===== src/rtl/axi_beat_sequencer_if.sv =====
// ----------------------------------------------------------------------------
// axi_beat_sequencer_if
//   Bundles the command channel, the beat descriptor channel and the reject
//   pulse of axi_beat_sequencer.
//
//   Modports
//     slave  : the sequencer (consumes commands, produces beats and err)
//     master : the environment (issues commands, consumes beats)
//
//   Handshake rule for both channels: a transfer happens on a rising clock
//   edge where valid and ready are both high. Once valid is raised it stays
//   high, with every payload field unchanged, until that transfer. Ready may
//   change freely and never depends combinationally on valid.
// ----------------------------------------------------------------------------
interface axi_beat_sequencer_if #(
  parameter int ADDR_WIDTH = 32,
  parameter int DATA_WIDTH = 32
);
  localparam int STRB_W = DATA_WIDTH / 8;
  localparam int LW     = (STRB_W > 1) ? $clog2(STRB_W) : 1;

  // command channel
  logic                  cmd_valid_i;
  logic                  cmd_ready_o;
  logic [ADDR_WIDTH-1:0] cmd_addr_i;
  logic [7:0]            cmd_len_i;
  logic [2:0]            cmd_size_i;
  logic [1:0]            cmd_burst_i;

  // beat descriptor channel
  logic                  beat_valid_o;
  logic                  beat_ready_i;
  logic [ADDR_WIDTH-1:0] beat_addr_o;
  logic [LW-1:0]         beat_lsb_o;
  logic [LW-1:0]         beat_msb_o;
  logic [7:0]            beat_idx_o;
  logic                  beat_last_o;

  // command rejected (one-cycle pulse)
  logic                  err_o;

  modport slave (
    input  cmd_valid_i, cmd_addr_i, cmd_len_i, cmd_size_i, cmd_burst_i,
    output cmd_ready_o,
    output beat_valid_o, beat_addr_o, beat_lsb_o, beat_msb_o, beat_idx_o,
    output beat_last_o,
    input  beat_ready_i,
    output err_o
  );

  modport master (
    output cmd_valid_i, cmd_addr_i, cmd_len_i, cmd_size_i, cmd_burst_i,
    input  cmd_ready_o,
    input  beat_valid_o, beat_addr_o, beat_lsb_o, beat_msb_o, beat_idx_o,
    input  beat_last_o,
    output beat_ready_i,
    input  err_o
  );
endinterface


===== src/rtl/axi_beat_sequencer.sv =====
// ----------------------------------------------------------------------------
// axi_beat_sequencer
//   Takes one AXI AW/AR-style burst command at a time and emits one registered
//   beat descriptor per beat (address, active byte-lane range, index, last).
//   Commands the bridge cannot execute are rejected with a one-cycle err pulse
//   and produce no beats.
//
//   Ports
//     clk_i        rising-edge clock
//     arst_ni      asynchronous active-low reset
//     bus          axi_beat_sequencer_if.slave (command, beat, err)
//     dbg_state_o  current FSM state (0 IDLE, 1 BURST, 2 ERR)
//
//   Optional feature
//     AXI_SEQ_4K_CHECK_EN : when defined, INCR bursts that cross a 4 KB
//                           boundary are rejected. Undefined (default): they
//                           run straight across the boundary.
// ----------------------------------------------------------------------------
module axi_beat_sequencer #(
  parameter int ADDR_WIDTH = 32,
  parameter int DATA_WIDTH = 32
) (
  input  logic                      clk_i,
  input  logic                      arst_ni,
  axi_beat_sequencer_if.slave       bus,
  output logic [1:0]                dbg_state_o
);

  localparam int STRB_W = DATA_WIDTH / 8;
  localparam int LW     = (STRB_W > 1) ? $clog2(STRB_W) : 1;
  localparam int MAX_SZ = $clog2(STRB_W);

  localparam logic [1:0] B_FIXED = 2'b00;
  localparam logic [1:0] B_INCR  = 2'b01;
  localparam logic [1:0] B_WRAP  = 2'b10;
  localparam logic [1:0] B_RSVD  = 2'b11;

  typedef enum logic [1:0] {
    S_IDLE  = 2'd0,
    S_BURST = 2'd1,
    S_ERR   = 2'd2
  } state_t;

  state_t state_q;

  // registered outputs
  logic                  beat_valid_q;
  logic [ADDR_WIDTH-1:0] beat_addr_q;
  logic [LW-1:0]         beat_lsb_q;
  logic [LW-1:0]         beat_msb_q;
  logic [7:0]            beat_idx_q;
  logic                  beat_last_q;
  logic                  err_q;

  // per-burst context
  logic [7:0]            len_q;
  logic [1:0]            burst_q;
  logic [ADDR_WIDTH-1:0] nb_q;       // bytes per beat
  logic [LW-1:0]         nb_m1_q;    // bytes per beat - 1, in lane units
  logic [ADDR_WIDTH-1:0] total_q;    // bytes in the whole burst
  logic [ADDR_WIDTH-1:0] wb_q;       // wrap boundary base
  logic [ADDR_WIDTH-1:0] run_q;      // aligned address of the current beat

  // --------------------------------------------------------------------------
  // Command decode
  // --------------------------------------------------------------------------
  logic [7:0]            cmd_nb;
  logic [15:0]           cmd_len_p1;
  logic [15:0]           cmd_total;
  logic [ADDR_WIDTH-1:0] cmd_nb_a;
  logic [ADDR_WIDTH-1:0] cmd_total_a;
  logic [ADDR_WIDTH-1:0] cmd_aligned;
  logic [ADDR_WIDTH-1:0] cmd_wb;
  logic [LW-1:0]         cmd_nb_m1;
  logic                  wrap_len_ok;
  logic                  cmd_illegal;
  logic                  cross_4k;

  // len+1 shifted by size equals nb*(len+1) without a multiplier.
  assign cmd_nb      = 8'd1 << bus.cmd_size_i;
  assign cmd_len_p1  = {8'd0, bus.cmd_len_i} + 16'd1;
  assign cmd_total   = cmd_len_p1 << bus.cmd_size_i;
  assign cmd_nb_a    = ADDR_WIDTH'(cmd_nb);
  assign cmd_total_a = ADDR_WIDTH'(cmd_total);
  assign cmd_aligned = bus.cmd_addr_i & ~(cmd_nb_a - 1'b1);
  // Only meaningful for legal WRAP, where the total is a power of two.
  assign cmd_wb      = bus.cmd_addr_i & ~(cmd_total_a - 1'b1);
  assign cmd_nb_m1   = LW'(cmd_nb - 8'd1);

  assign wrap_len_ok = (bus.cmd_len_i == 8'd1) || (bus.cmd_len_i == 8'd3) ||
                       (bus.cmd_len_i == 8'd7) || (bus.cmd_len_i == 8'd15);

`ifdef AXI_SEQ_4K_CHECK_EN
  assign cross_4k = (bus.cmd_burst_i == B_INCR) &&
                    (({5'd0, cmd_aligned[11:0]} + {1'b0, cmd_total}) > 17'd4096);
`else
  assign cross_4k = 1'b0;
`endif

  assign cmd_illegal = (bus.cmd_burst_i == B_RSVD) ||
                       (int'(bus.cmd_size_i) > MAX_SZ) ||
                       ((bus.cmd_burst_i == B_WRAP) && !wrap_len_ok) ||
                       ((bus.cmd_burst_i == B_WRAP) &&
                        ((bus.cmd_addr_i & (cmd_nb_a - 1'b1)) != '0)) ||
                       cross_4k;

  // --------------------------------------------------------------------------
  // Next-beat address: one add per beat plus a wrap compare. The compare is
  // done on the offset from the wrap base so it stays correct when the wrap
  // window sits at the very top of the address space.
  // --------------------------------------------------------------------------
  logic [ADDR_WIDTH-1:0] run_inc;
  logic [ADDR_WIDTH-1:0] run_off;
  logic [ADDR_WIDTH-1:0] run_nxt;
  logic [ADDR_WIDTH-1:0] addr_nxt;
  logic [LW-1:0]         lsb_nxt;

  assign run_inc  = run_q + nb_q;
  assign run_off  = run_inc - wb_q;
  assign run_nxt  = ((burst_q == B_WRAP) && (run_off >= total_q)) ? (run_inc - total_q)
                                                                  : run_inc;
  // FIXED bursts keep repeating the original (possibly unaligned) address.
  assign addr_nxt = (burst_q == B_FIXED) ? beat_addr_q : run_nxt;
  assign lsb_nxt  = addr_nxt[LW-1:0];

  // --------------------------------------------------------------------------
  // FSM and beat registers
  // --------------------------------------------------------------------------
  always_ff @(posedge clk_i or negedge arst_ni) begin
    if (!arst_ni) begin
      state_q      <= S_IDLE;
      beat_valid_q <= 1'b0;
      beat_addr_q  <= '0;
      beat_lsb_q   <= '0;
      beat_msb_q   <= '0;
      beat_idx_q   <= '0;
      beat_last_q  <= 1'b0;
      err_q        <= 1'b0;
      len_q        <= '0;
      burst_q      <= '0;
      nb_q         <= '0;
      nb_m1_q      <= '0;
      total_q      <= '0;
      wb_q         <= '0;
      run_q        <= '0;
    end else begin
      err_q <= 1'b0;
      case (state_q)
        S_IDLE: begin
          if (bus.cmd_valid_i) begin
            if (cmd_illegal) begin
              state_q <= S_ERR;
              err_q   <= 1'b1;
            end else begin
              state_q      <= S_BURST;
              beat_valid_q <= 1'b1;
              // Beat 0 keeps the unaligned start address; its upper lane
              // still comes from the aligned address.
              beat_addr_q  <= bus.cmd_addr_i;
              beat_lsb_q   <= bus.cmd_addr_i[LW-1:0];
              beat_msb_q   <= cmd_aligned[LW-1:0] + cmd_nb_m1;
              beat_idx_q   <= 8'd0;
              beat_last_q  <= (bus.cmd_len_i == 8'd0);
              len_q        <= bus.cmd_len_i;
              burst_q      <= bus.cmd_burst_i;
              nb_q         <= cmd_nb_a;
              nb_m1_q      <= cmd_nb_m1;
              total_q      <= cmd_total_a;
              wb_q         <= cmd_wb;
              run_q        <= cmd_aligned;
            end
          end
        end
        S_BURST: begin
          if (beat_valid_q && bus.beat_ready_i) begin
            if (beat_last_q) begin
              state_q      <= S_IDLE;
              beat_valid_q <= 1'b0;
            end else begin
              beat_addr_q <= addr_nxt;
              beat_lsb_q  <= lsb_nxt;
              beat_msb_q  <= lsb_nxt + nb_m1_q;
              beat_idx_q  <= beat_idx_q + 8'd1;
              beat_last_q <= ((beat_idx_q + 8'd1) == len_q);
              run_q       <= run_nxt;
            end
          end
        end
        S_ERR: begin
          state_q <= S_IDLE;
        end
        default: begin
          state_q <= S_IDLE;
        end
      endcase
    end
  end

  assign bus.cmd_ready_o  = (state_q == S_IDLE);
  assign bus.beat_valid_o = beat_valid_q;
  assign bus.beat_addr_o  = beat_addr_q;
  assign bus.beat_lsb_o   = beat_lsb_q;
  assign bus.beat_msb_o   = beat_msb_q;
  assign bus.beat_idx_o   = beat_idx_q;
  assign bus.beat_last_o  = beat_last_q;
  assign bus.err_o        = err_q;
  assign dbg_state_o      = state_q;

endmodule


===== src/flat_wrapper.sv =====
// flat-port wrapper written by rule: the top's interface ports become plain ports
module axi_beat_sequencer_flat 
#(
  parameter int ADDR_WIDTH = 32,
  parameter int DATA_WIDTH = 32
)
  (clk_i, arst_ni, dbg_state_o, bus_cmd_valid_i, bus_cmd_addr_i, bus_cmd_len_i, bus_cmd_size_i, bus_cmd_burst_i, bus_cmd_ready_o, bus_beat_valid_o, bus_beat_addr_o, bus_beat_lsb_o, bus_beat_msb_o, bus_beat_idx_o, bus_beat_last_o, bus_beat_ready_i, bus_err_o);
  axi_beat_sequencer_if #(.ADDR_WIDTH(ADDR_WIDTH), .DATA_WIDTH(DATA_WIDTH)) bus_i ();
  input  logic clk_i;
  input  logic arst_ni;
  output logic [1:0] dbg_state_o;
  input wire logic [$bits(bus_i.cmd_valid_i)-1:0] bus_cmd_valid_i;
  input wire logic [$bits(bus_i.cmd_addr_i)-1:0] bus_cmd_addr_i;
  input wire logic [$bits(bus_i.cmd_len_i)-1:0] bus_cmd_len_i;
  input wire logic [$bits(bus_i.cmd_size_i)-1:0] bus_cmd_size_i;
  input wire logic [$bits(bus_i.cmd_burst_i)-1:0] bus_cmd_burst_i;
  output wire logic [$bits(bus_i.cmd_ready_o)-1:0] bus_cmd_ready_o;
  output wire logic [$bits(bus_i.beat_valid_o)-1:0] bus_beat_valid_o;
  output wire logic [$bits(bus_i.beat_addr_o)-1:0] bus_beat_addr_o;
  output wire logic [$bits(bus_i.beat_lsb_o)-1:0] bus_beat_lsb_o;
  output wire logic [$bits(bus_i.beat_msb_o)-1:0] bus_beat_msb_o;
  output wire logic [$bits(bus_i.beat_idx_o)-1:0] bus_beat_idx_o;
  output wire logic [$bits(bus_i.beat_last_o)-1:0] bus_beat_last_o;
  input wire logic [$bits(bus_i.beat_ready_i)-1:0] bus_beat_ready_i;
  output wire logic [$bits(bus_i.err_o)-1:0] bus_err_o;
  assign bus_i.cmd_valid_i = bus_cmd_valid_i;
  assign bus_i.cmd_addr_i = bus_cmd_addr_i;
  assign bus_i.cmd_len_i = bus_cmd_len_i;
  assign bus_i.cmd_size_i = bus_cmd_size_i;
  assign bus_i.cmd_burst_i = bus_cmd_burst_i;
  assign bus_cmd_ready_o = bus_i.cmd_ready_o;
  assign bus_beat_valid_o = bus_i.beat_valid_o;
  assign bus_beat_addr_o = bus_i.beat_addr_o;
  assign bus_beat_lsb_o = bus_i.beat_lsb_o;
  assign bus_beat_msb_o = bus_i.beat_msb_o;
  assign bus_beat_idx_o = bus_i.beat_idx_o;
  assign bus_beat_last_o = bus_i.beat_last_o;
  assign bus_i.beat_ready_i = bus_beat_ready_i;
  assign bus_err_o = bus_i.err_o;
  axi_beat_sequencer #(.ADDR_WIDTH(ADDR_WIDTH), .DATA_WIDTH(DATA_WIDTH)) u_core (.clk_i(clk_i), .arst_ni(arst_ni), .bus(bus_i), .dbg_state_o(dbg_state_o));
endmodule

===== config.mk =====
export PLATFORM = sky130hd
export DESIGN_NAME = axi_beat_sequencer_flat
export DESIGN_NICKNAME = d
export VERILOG_FILES = /design/src/rtl/axi_beat_sequencer_if.sv /design/src/rtl/axi_beat_sequencer.sv /design/src/flat_wrapper.sv
export SDC_FILE = /design/constraint.sdc
export NUM_CORES = 1
export LEC_CHECK = 0
export BUFFER_PORTS_ARGS = -buffer_cell sky130_fd_sc_hd__buf_2
export CELL_PAD_IN_SITES_DETAIL_PLACEMENT = 0
export CELL_PAD_IN_SITES_GLOBAL_PLACEMENT = 1
export CORE_ASPECT_RATIO = 1.4
export CORE_MARGIN = 3
export CORE_UTILIZATION = 50
export DETAILED_ROUTE_END_ITERATION = 8
export PLACE_DENSITY = 0.83
export SKIP_LAST_GASP = 1
export SLEW_MARGIN = 20
export SYNTH_ARGS = -nofsm -noshare
export SYNTH_HDL_FRONTEND = slang
export SYNTH_SLANG_ARGS = --single-unit

===== constraint.sdc =====
create_clock -name clk_i -period 10.1 [get_ports clk_i]
set_input_delay 1.515 -clock clk_i [delete_from_list [all_inputs] [get_ports clk_i]]
set_output_delay 1.515 -clock clk_i [all_outputs]
set_load 0.01 [all_outputs]

# Word-level counts from Yosys, hierarchy flattened
# Cells that the tools add are included.
[op_classes]
mux = 45
shifts = 2
n_eq_ne = 15
magnitude_cmp = 2
add_sub_neg = 10
bitwise = 6
n_reduce_logical = 22
[ops]
columns = ["operator", "count"]
rows = [
  ["two-way mux 32 bit", 10],
  ["one-hot mux 32 bit (2 select lines)", 2],
  ["bitwise AND 32 bit", 3],
  ["inverter 32 bit", 2],
  ["adder 32 x 8 -> 32 bit", 1],
  ["greater-or-equal comparator 32 x 16 -> 1 bit", 1],
  ["two-way mux 8 bit", 4],
  ["nonzero test 32 bit", 1],
  ["subtractor 32 x 16 -> 32 bit", 1],
  ["subtractor 32 bit", 1],
  ["two-way mux 2 bit", 12],
  ["subtractor 16 x 1 -> 17 bit (second input constant)", 1],
  ["one-hot mux 8 bit (2 select lines)", 1],
  ["left shift 16 x 3 -> 16 bit", 1],
  ["one-hot mux 2 bit (2 select lines)", 3],
  ["two-way mux 1 bit", 11],
  ["AND reduction 5 bit", 2],
  ["adder 8 x 1 -> 9 bit (second input constant)", 1],
  ["subtractor 8 x 1 -> 9 bit (second input constant)", 1],
  ["adder 8 x 1 -> 8 bit (second input constant)", 1],
  ["== test 8 x 1 -> 1 bit (second input constant)", 1],
  ["== test 8 x 2 -> 1 bit (second input constant)", 1],
  ["== test 8 x 3 -> 1 bit (second input constant)", 1],
  ["== test 8 x 4 -> 1 bit (second input constant)", 1],
  ["other kinds (20)", 38],
]
[totals]
in_bits = 49
register_bits = 149
elab_cells = 118
output_inout_bits = 50

# Longest topological paths before layout
# Gate-level depths: netlist of run 1.
[logic_depth]
word_depth = 11
mapped_depth = 35
mapped_depth_nobuf = 32

# Least setup slack after synthesis of run 1
# Ideal clock, no wire load.
[synth_path]
path_kind = "reg-to-reg"
startpoint = "register u_core.run_q[0]"
endpoint = "register u_core.beat_msb_q[1] (netlist: u_core.bus.beat_msb_o[1])"
setup_slack_ns = 3.646
n_path_buf = 3
period_less_slack_ns = 6.454
arrival_ns = 6.320
setup_time_ns = 0.133
required_time_ns = 9.967
stages_incl_launch_ff = 35
cell_sequence = "dfrtp_1 -> ha_1 -> fa_1 -> a211oi_1 -> o21ai_0 -> o2111ai_1 -> a21oi_1 -> nand2_1 -> xnor2_1 -> ha_1 -> clkbuf_1 -> and2_1 -> nor3b_1 -> o21ai_0 -> nand2_1 -> inv_1 -> o21ai_0 -> xor2_1 -> ha_1 -> nand4_1 -> or2_2 -> o221a_2 -> o21ai_0 -> a2111o_1 -> a211o_1 -> nor4_1 -> a31oi_1 -> buf_2 -> buf_4 -> o21ai_0 -> o21ai_0 -> ha_1 -> xor2_1 -> xnor2_1 -> o21ai_0"
[synth_via]
elab_chain_len = 10
elab_cells_between_ends = 11
classes_between = "add/sub (4); order compare (1); mux (5); reduce/logical (1)"
[synth_rtl]
columns = ["element", "line", "source"]
rows = [
  ["from (decl)", "axi_beat_sequencer.sv:62", "logic [ADDR_WIDTH-1:0] run_q;"],
  ["from (signal assigned)", "axi_beat_sequencer.sv:170", "run_q <= cmd_aligned;"],
  ["from (signal assigned)", "axi_beat_sequencer.sv:185", "run_q <= run_nxt;"],
  ["adder 32 x 8 -> 32 bit *", "axi_beat_sequencer.sv:118", "assign run_inc = run_q + nb_q;"],
  ["subtractor 32 bit", "axi_beat_sequencer.sv:119", "assign run_off = run_inc - wb_q;"],
  ["greater-or-equal comparator 32 x 16 -> 1 bit", "axi_beat_sequencer.sv:120", "assign run_nxt = ((burst_q == B_WRAP) && (run_off >= total_q)) ? (run_inc - total_q)"],
  ["logical AND 1 bit", "axi_beat_sequencer.sv:120", ""],
  ["two-way mux 32 bit *", "axi_beat_sequencer.sv:120", ""],
  ["two-way mux 32 bit *", "axi_beat_sequencer.sv:123", "assign addr_nxt = (burst_q == B_FIXED) ? beat_addr_q : run_nxt;"],
  ["adder 2 bit *", "axi_beat_sequencer.sv:182", "beat_msb_q <= lsb_nxt + nb_m1_q;"],
  ["two-way mux 2 bit *", "axi_beat_sequencer.sv:176", "if (beat_last_q) begin"],
  ["two-way mux 2 bit *", "axi_beat_sequencer.sv:175", "if (beat_valid_q && bus.beat_ready_i) begin"],
  ["one-hot mux 2 bit (2 select lines) *", "axi_beat_sequencer.sv:148", "case (state_q)"],
  ["to (signal assigned)", "axi_beat_sequencer.sv:161", "beat_msb_q <= cmd_aligned[LW-1:0] + cmd_nb_m1;"],
  ["to (signal assigned)", "axi_beat_sequencer.sv:182", ""],
  ["to (decl)", "axi_beat_sequencer.sv:50", "logic [LW-1:0] beat_msb_q;"],
]
# Mark *: on every way between the ends. The rest lies on a longest branch, timed or not. The select of a mux whose other input is x is not followed.
# A chain may end at the register's enable or synchronous reset.

# Worst setup path after layout of run 1
# Same ends and word-level chain as after synthesis.

==> flow_results.org, run 1 <==
** Finish
- At the end of the flow the core is filled with cells to 56.6%.
- Reg area :: 0.00368 mm2
- The layout has 2285 filler cells.
- The number of antenna diodes in the final layout is 0.
- Share of final-layout standard cells stronger than drive strength 1 :: 11.2%
- Count of nets after finishing :: 1659
- P&R area growth vs syn :: 10.3%
- Multi-input gate area :: 0.00771 mm2

** Global routing
- Vias in the first global route :: 11495
- The initial antenna violation count came to 0.
- The layer flagged by global routing as most heavily used is met2.
- Global routing used 53.9% of the available met2 tracks.
- Across every metal layer, demand over resource in global routing totals 31.2%.
- The first global-routing pass estimated 62600 um of wire.
- GR met1 Demand/Resource :: 35.7%
- Entering global routing, the biggest net connects 101 pins.
- Grt ovf :: 0
- For this run, global-route usage on met3 was measured as 4.50%.

** Setup path
- Largest fanout on the critical path :: 7
- On the critical path, the stage with the largest delay is an instance of sky130_fd_sc_hd__nor4_1.
- Critical Path RT :: 10.41 ns
- STA classifies the critical path startpoint as a register.
- Setup crit start :: u_core.run_q[0]
- Slowest Stage Delay on Critical Path :: 0.67 ns
- Kind of capture point of the worst setup path :: register
- The startpoint identified for the worst register-to-register timing path is u_core.run_q[0].
- Class of the most critical setup path :: register to register
- CP most frequent cell :: sky130_fd_sc_hd__o21ai_0
- Data arrives at the worst endpoint at 7.81 ns.

** Synthesis
- Each instance of the synthesized netlist takes up on average 8.12 um2.
- The synthesized netlist occupies a cell area of 0.0120 mm2.
- When the netlist entered floorplanning its net count stood at 1611.
- The Yosys step of the flow raised 0 warnings.
- Count of state elements after synthesis :: 147
- Summing the sequential cell areas from Yosys gives 30.6% of the chip area.
- The synthesized design contains 0 enable-type register cells.
- Number of instances in the synthesized netlist :: 1481
- The synthesized netlist contains 83 unique library cells.
- Primary FF master, synth :: sky130_fd_sc_hd__dfrtp_1
- Share of flip-flops with an asynchronous set or reset :: 100%

** Placed design
- Routability-driven placement finished with a final weighted congestion of 0.936.
- HPWL after DPL :: 30600 um
- Number of I/O port buffers :: 98

** Drt
- The final layout contains routed wiring with a total length of 39900 um.
- For this run, the detailed router's first-pass iteration total came to 6.
- Routed length per placed instance :: 21.6 um
- In this run the remaining antenna-violating nets after routing total 0.
- Vias post-DR :: 11421
- Violation count after the first detailed-route iteration :: 776
- Average vias per placed instance :: 6.18
- After detailed routing, the number of remaining DRC violations is 0.

** Pwr
- Total power divided by cell area :: 116 mW/mm2
- Leak :: 6.06 nW
- Worst IR Drop VDD :: 120 uV

** STA
- Static timing analysis puts the maximum clock frequency at 133 MHz.
- Of the available clock period, the critical path in the final layout requires 74.2%.
- Clock skew on the completed layout was measured at 0.0149 ns.
- The max-slew violation count is 0.
- Headroom to the max-slew limit came out at 27.6%.
- Final-layout setup total negative slack :: 0 ns
- Minimum clock period after layout :: 7.50 ns
- Unrepaired setup endpoints after global routing :: no
- Slew at the pin with the worst max-slew slack :: 1.09 ns
- Number of setup violations in the final report :: 0
- The hold violation total from the final report is 0.

** Clock tree
- Post-CTS Setup Bufs :: 0
- Clock latency on the worst-skew pair, taken at its later pin, is 0.45 ns.
- Clock-pin slew was measured on the worst setup and hold paths at 0.07 ns.
- Maximum number of buffers from clock root to sink :: 2
- TritonCTS clock tree :: yes
- Counting every sink on the clock net gives 147.
- CTS Hold Buffers Added :: 0
- TritonCTS Buffers :: 17
- Post-CTS repair changed the size of 0 cells.
- The tree is rooted in a sky130_fd_sc_hd__clkbuf_16.
- H-tree depth reported by CTS :: 4

** Hold path
- The min-delay analysis places its worst path in the category register to register.
- The startpoint identified for the worst hold timing path is u_core.wb_q[13].

** Floorplan
- Vertical die dimension :: 190 um
- The die covers 0.0260 mm2.
- Core outline area :: 0.0235 mm2
- For this design the top-level I/O count stands at 99.
- The initial utilization of the core area, before any placement, comes to 51.3%.
- In this run the core area contains 66 standard-cell rows.
- The die is 137 um wide.

** Job
- The tool flagged a number of max-cap violations equal to 0.

** Run status
- Result of the run :: finished clean
-- worst max-delay path, delay by kind of cell (launching register included) --
kind | cells | cell delay (ns)
compound gates | 14 | 3.30
fa+ha+maj | 5 | 1.35
buf+inv | 1 | 0.07
flops | 1 | 0.35
xor+xnor | 4 | 0.86
simple gates | 6 | 1.44
-- metrics by stage --
step                setup slack, ns  instances  instance area [um2]  total power [mW]  hold WS [ns]
finish                         2.60       1848                13300              1.54         0.481
global route                   1.98       1848                13300              1.61         0.499
CTS                            2.59       1848                13300              1.55         0.484
detailed placement             2.68       1816                12700             0.889         0.469
global placement               2.89       1816                12700             0.886         0.461
floorplan                      3.65       1481                12000             0.796         0.447
-- layout by cell type (no fill, tap or decap), drive strengths merged, types with 20 or more instances in the layout --
master,instances
a21oi,91
and2,20
buf,107
dfrtp,147
ha,78
inv,95
nand2,200
nand3,59
nand4,31
nor2,77
nor3,25
o211ai,29
o21ai,125
o22ai,31
xnor2,69
xor2,43
-- final cells by class --
| cell class | instances | area share [%] |
|---|---|---|
| clock buffer | 18 | 3.31 |
| clock inverter | 14 | 1.24 |
| multi-input combinational | 1167 | 58.1 |
| timing repair buffer | 107 | 4.25 |
| tap | 306 | 2.88 |
| inverter | 89 | 2.52 |
| sequential | 147 | 27.7 |
-- sequential cells by signal, summed over array words and instances (netlist names), 8 cells and up --
register	flops
u_core.bus.beat_addr_o	31
u_core.bus.beat_idx_o	8
u_core.total_q	16
u_core.len_q	8
u_core.run_q	32
u_core.wb_q	32
u_core.nb_q	8
-- worst paths after layout --
check,slack (ns),cells past startpoint,endpoint
max,2.60,30,u_core.bus.beat_msb_o[1]
min,0.48,2,u_core.wb_q[13]
max reg2reg,2.60,30,u_core.bus.beat_msb_o[1]
min reg2reg,0.48,2,u_core.wb_q[13]
max in group asynchronous,7.56,2,u_core.wb_q[4]
min in group asynchronous,1.12,1,u_core.bus.beat_addr_o[26]
-- synth_stat cells, types with 12 or more instances --
master	instances	area share (%)
sky130_fd_sc_hd__nor2b_1	15	0.78
sky130_fd_sc_hd__nor3_1	25	1.0
sky130_fd_sc_hd__and2_1	20	1.0
sky130_fd_sc_hd__a22oi_1	12	0.75
sky130_fd_sc_hd__nand4_1	30	1.6
sky130_fd_sc_hd__nand2b_1	18	0.94
sky130_fd_sc_hd__a211oi_1	14	0.87
sky130_fd_sc_hd__nor4_1	16	0.83
sky130_fd_sc_hd__a221o_1	18	1.5
sky130_fd_sc_hd__o21ai_0	120	5.0
sky130_fd_sc_hd__a21oi_1	91	3.8
sky130_fd_sc_hd__xor2_1	43	3.1
sky130_fd_sc_hd__o31ai_1	13	0.81
sky130_fd_sc_hd__clkbuf_1	52	1.6
sky130_fd_sc_hd__a21o_1	17	1.1
sky130_fd_sc_hd__buf_2	13	0.54
sky130_fd_sc_hd__xnor2_1	68	5.0
sky130_fd_sc_hd__nand2_1	200	6.2
sky130_fd_sc_hd__o211ai_1	29	1.8
sky130_fd_sc_hd__nand3_1	59	2.5
sky130_fd_sc_hd__ha_1	78	8.1
sky130_fd_sc_hd__inv_1	88	2.7
sky130_fd_sc_hd__and3_1	16	0.83
sky130_fd_sc_hd__mux2i_1	17	1.4
sky130_fd_sc_hd__nor2_1	75	2.3
sky130_fd_sc_hd__o22ai_1	31	1.6
sky130_fd_sc_hd__dfrtp_1	147	31
-- where the power goes --
group	internal [mW]	switching (mW)	total, mW
combinational	0.0958	0.170	0.265
sequential	0.603	0.0130	0.616
clock	0.359	0.302	0.661
total	1.06	0.484	1.54
-- routing by layer --
layer	share of wire, %	routed length, um
met1	38	15200
met2	51	20100
met3	4.4	1770
met4	6.9	2760
met5	0	0
-- kinds of logic after synthesis --
group / share of synthesized area [%]
AOI/OAI and AO/OA: 22.9
xor gates and xnor gates: 8.22
adders and majority gates: 8.61
buffers and inverters: 5.56
DFF: 30.6
muxes: 2.41
and+or+nand+nor: 21.7
No activity file was read; power rests on OpenSTA's default activity.
==> run 2, diff against run 1 <==
--- a/config.mk
+++ b/config.mk
@@ -10,9 +10,9 @@
 export CELL_PAD_IN_SITES_GLOBAL_PLACEMENT = 1
 export CORE_ASPECT_RATIO = 1.4
 export CORE_MARGIN = 3
-export CORE_UTILIZATION = 50
+export CORE_UTILIZATION = 42
 export DETAILED_ROUTE_END_ITERATION = 8
-export PLACE_DENSITY = 0.83
+export PLACE_DENSITY = 0.74
 export SKIP_LAST_GASP = 1
 export SLEW_MARGIN = 20
 export SYNTH_ARGS = -nofsm -noshare
==> constraint.sdc (replaced) <==
create_clock -name clk_i -period 6.1 [get_ports clk_i]
set_input_delay 0.915 -clock clk_i [delete_from_list [all_inputs] [get_ports clk_i]]
set_output_delay 0.915 -clock clk_i [all_outputs]
set_load 0.01 [all_outputs]
==> run 2 against run 1 <==
Cell area up 9.1%. Worst setup slack worse by 2.6 ns. Die area increased by 18%. Critical path depth did not move. Maximum frequency up 24%. Global-route usage decreased by 3.6 points. Highest routed layer is now met5. Sequential share of layout area fell by 2.3 points. Non-clock buffer count increased by 101. Clock skew is 0.0026 ns lower. Flip-flop and latch count is the same.
==> flow_results.org, run 2 (same netlist as run 1, synthesis figures left out) <==
** Pwr
- Total power divided by cell area :: 173 mW/mm2 (+49%)
- Worst IR Drop VDD :: 215 uV (+79%)
- The power after layout is 2.51 mW (+63%).
- The leakage component of the power came to 6.62 nW (+9.2%).

** Clock tree
- Clock root buffer master :: sky130_fd_sc_hd__clkbuf_16
- The hold buffer count at cts came to 0 (unchanged).
- The latest clock arrival within the worst-skew pair came to 0.45 ns (about the same).
- Number of clock sinks :: 147 (unchanged)
- The total number of H-tree levels was 4 (unchanged).
- TritonCTS clock tree :: yes
- Clk pin slew, worst setup/hold paths :: 0.06 ns (about the same)
- The total CTS buffers was 17 (unchanged).
- Maximum number of buffers from clock root to sink :: 2 (unchanged)

** Setup path
- By instance count, the cell type seen most on the critical path is sky130_fd_sc_hd__buf_4.
- The arrival time at the worst endpoint was 6.45 ns (-1.36 ns).
- The largest stage delay on the critical path was 0.39 ns (-0.28 ns).
- The critical path is of the register to register type.
- Critical Path RT :: 6.49 ns (-3.92 ns)
- Slowest-stage cell, CP :: sky130_fd_sc_hd__dfrtp_1
- Largest fanout on the critical path :: 8 (+1)
- The worst setup path is captured at a register.
- Startpoint type of the worst setup path :: register

** Global routing
- Aggregate global-route resource usage :: 27.6% (-3.6 points)
- The via count of the first global-routing pass was 11781 (+2.5%).
- Largest net degree at the start of global routing :: 98 (-3.0%)
- Wire length of the first global-routing pass :: 65700 um (+4.9%)
- Initial antenna violation count :: 1 (+1)
- Grt ovf :: 0 (unchanged)

** Run status
- Result of the run :: finished clean

** STA
- Final-layout setup total negative slack :: 0 ns (unchanged)
- Slew at the pin with the worst max-slew slack :: 0.981 ns (-0.105 ns)
- The max-slew violation count came to 0 (unchanged).
- The final critical-path share of the clock period was 99.4% (+25 points).
- The timing-limited maximum frequency is 165 MHz (+24%).
- Number of hold-slack violations in the final timing report :: 0 (unchanged)
- Post-Route Skew :: 0.0122 ns (-0.00262 ns)
- Setup repair after global routing could not meet its margin everywhere.
- Minimum clock period after layout :: 6.06 ns (-1.43 ns)
- Worst max-slew margin expressed relative to the limit :: 34.6% (+7.0 points)
- The count of final setup violators came to 0 (unchanged).
- Worst Hold Margin :: 0.478 ns (-0.00321 ns)
- Setup slack of the critical path after layout :: 0.0378 ns (-2.57 ns)

** Drt
- Routed length per placed instance :: 21.2 um (-1.7%)
- The number of nets with antenna violations after detailed routing came to 0 (unchanged).
- Vias post-DR :: 11845 (+3.7%)
- The post-detailed-route via-to-cell ratio was 5.88 (-4.8%).
- The number of optimization iterations in the first detailed-route pass is 5 (-1).
- The DRC marker count from the first detailed-route iteration came to 712 (-8.2%).
- Total Routed Length :: 42700 um (+7.1%)
- DRC viols :: 0 (unchanged)

** Floorplan
- The die height was 206 um (+8.8%).
- Total I/O pin count :: 99 (unchanged)
- The die width was 149 um (+8.7%).
- Number of cell rows :: 72 (+9.1%)
- The core outline area came to 0.0279 mm2 (+19%).
- Starting Density :: 43.1% (-8.2 points)
- The total die area was 0.0307 mm2 (+18%).

** Job
- Max-cap viol count :: 0 (unchanged)

** Hold path
- The path class of the tightest hold or removal check is register to register.

** Placed design
- The last weighted congestion value of the routability-driven placer is 0.946 (+1.1%).
- The number of port buffers was 98 (unchanged).
- The worst slack at placement was -0.148 ns (-2.83 ns).
- HPWL after DPL :: 32800 um (+7.0%)

** Finish
- Fill cell total of the finished layout :: 2775 (+21%)
- Compared with the post-synthesis result, the final layout area differs by 20.4%.
- In the layout the commonest cells are sky130_fd_sc_hd__nand2_1, sky130_fd_sc_hd__dfrtp_1, sky130_fd_sc_hd__o21ai_0.
- Share of final-layout standard cells stronger than drive strength 1 :: 20.6% (+9.4 points)
- The number of diodes added for antenna fixing was 0 (unchanged).
- Count of nets after finishing :: 1760 (+6.1%)
- Most common cell after layout, fill and taps aside :: sky130_fd_sc_hd__nand2_1
run 2: changes by cell type in the layout (fill, tap and decap cells not counted), moves of 6 or more:
cell,previous run,this run
sky130_fd_sc_hd__a21oi_1,91,77
sky130_fd_sc_hd__a21oi_2,0,13
sky130_fd_sc_hd__buf_4,9,102
sky130_fd_sc_hd__ha_1,78,68
sky130_fd_sc_hd__nand2_1,200,194
sky130_fd_sc_hd__nand2_2,0,6
sky130_fd_sc_hd__o21ai_0,119,103
sky130_fd_sc_hd__o21ai_1,5,13
sky130_fd_sc_hd__o21ai_2,1,7
sky130_fd_sc_hd__xnor2_1,68,62
sky130_fd_sc_hd__xnor2_2,1,7
run 2: worst max-delay path, delay by kind of cell (launching register included):
kind / cells / cell delay, ns
compound gates: 10 / 1.83
xor+xnor: 2 / 0.25
fa+ha+maj: 4 / 1.23
buf+inv: 5 / 0.81
flops: 1 / 0.39
simple gates: 9 / 1.47
run 2: worst paths after layout:
kind	startpoint	end	slack, ns	cells after the start
max	u_core.nb_q[0]	u_core.run_q[29]	0.04	30
min	u_core.total_q[7]	u_core.total_q[7]	0.48	2
max reg2reg	u_core.nb_q[0]	u_core.run_q[29]	0.04	30
min reg2reg	u_core.total_q[7]	u_core.total_q[7]	0.48	2
max in group asynchronous	arst_ni	u_core.wb_q[22]	4.38	2
min in group asynchronous	arst_ni	u_core.total_q[5]	0.52	1
run 2: metal layers:
| layer | routed length (um) | global-route usage [%] |
|---|---|---|
| met1 | 17000 | 32.8 |
| met3 | 1550 | 3.38 |
| met2 | 22300 | 48.9 |
| met5 | 11 | 0 |
| met4 | 1910 | 13.6 |
run 2: cell type report:
type	instances	area, um2	area share [%]
Clock inverter	11	81.3	0.562
Sequential cell	147	3680	25.4
Multi-Input combinational cell	1167	8090	55.9
Clock buffer	21	450	3.11
Inverter	89	334	2.31
Timing Repair Buffer	208	1380	9.56
Tap cell	370	463	3.20
run 2: through the flow:
stage               std cells  util [%]  instance area [um2]
floorplan                1481         -                12100
global placement         1958      47.8                13400
detailed placement       1958      47.8                13400
CTS                      1994      49.9                13900
global route             2013      51.9                14500
finish                   2013      51.9                14500
run 2: power by group:
part           internal (mW)  leakage (nW)  switching [mW]
Combinational          0.209          4.51           0.305
Sequential             0.999          1.86          0.0223
Clock                  0.531         0.254           0.445
Total                   1.74          6.62           0.772
run 2: what timing repair did:
action	in CTS	in global routing
gates resized for setup	12	88
cloned	0	1
setup endpoints to repair	20	66
buffers inserted	4	18
pin swaps	10	57
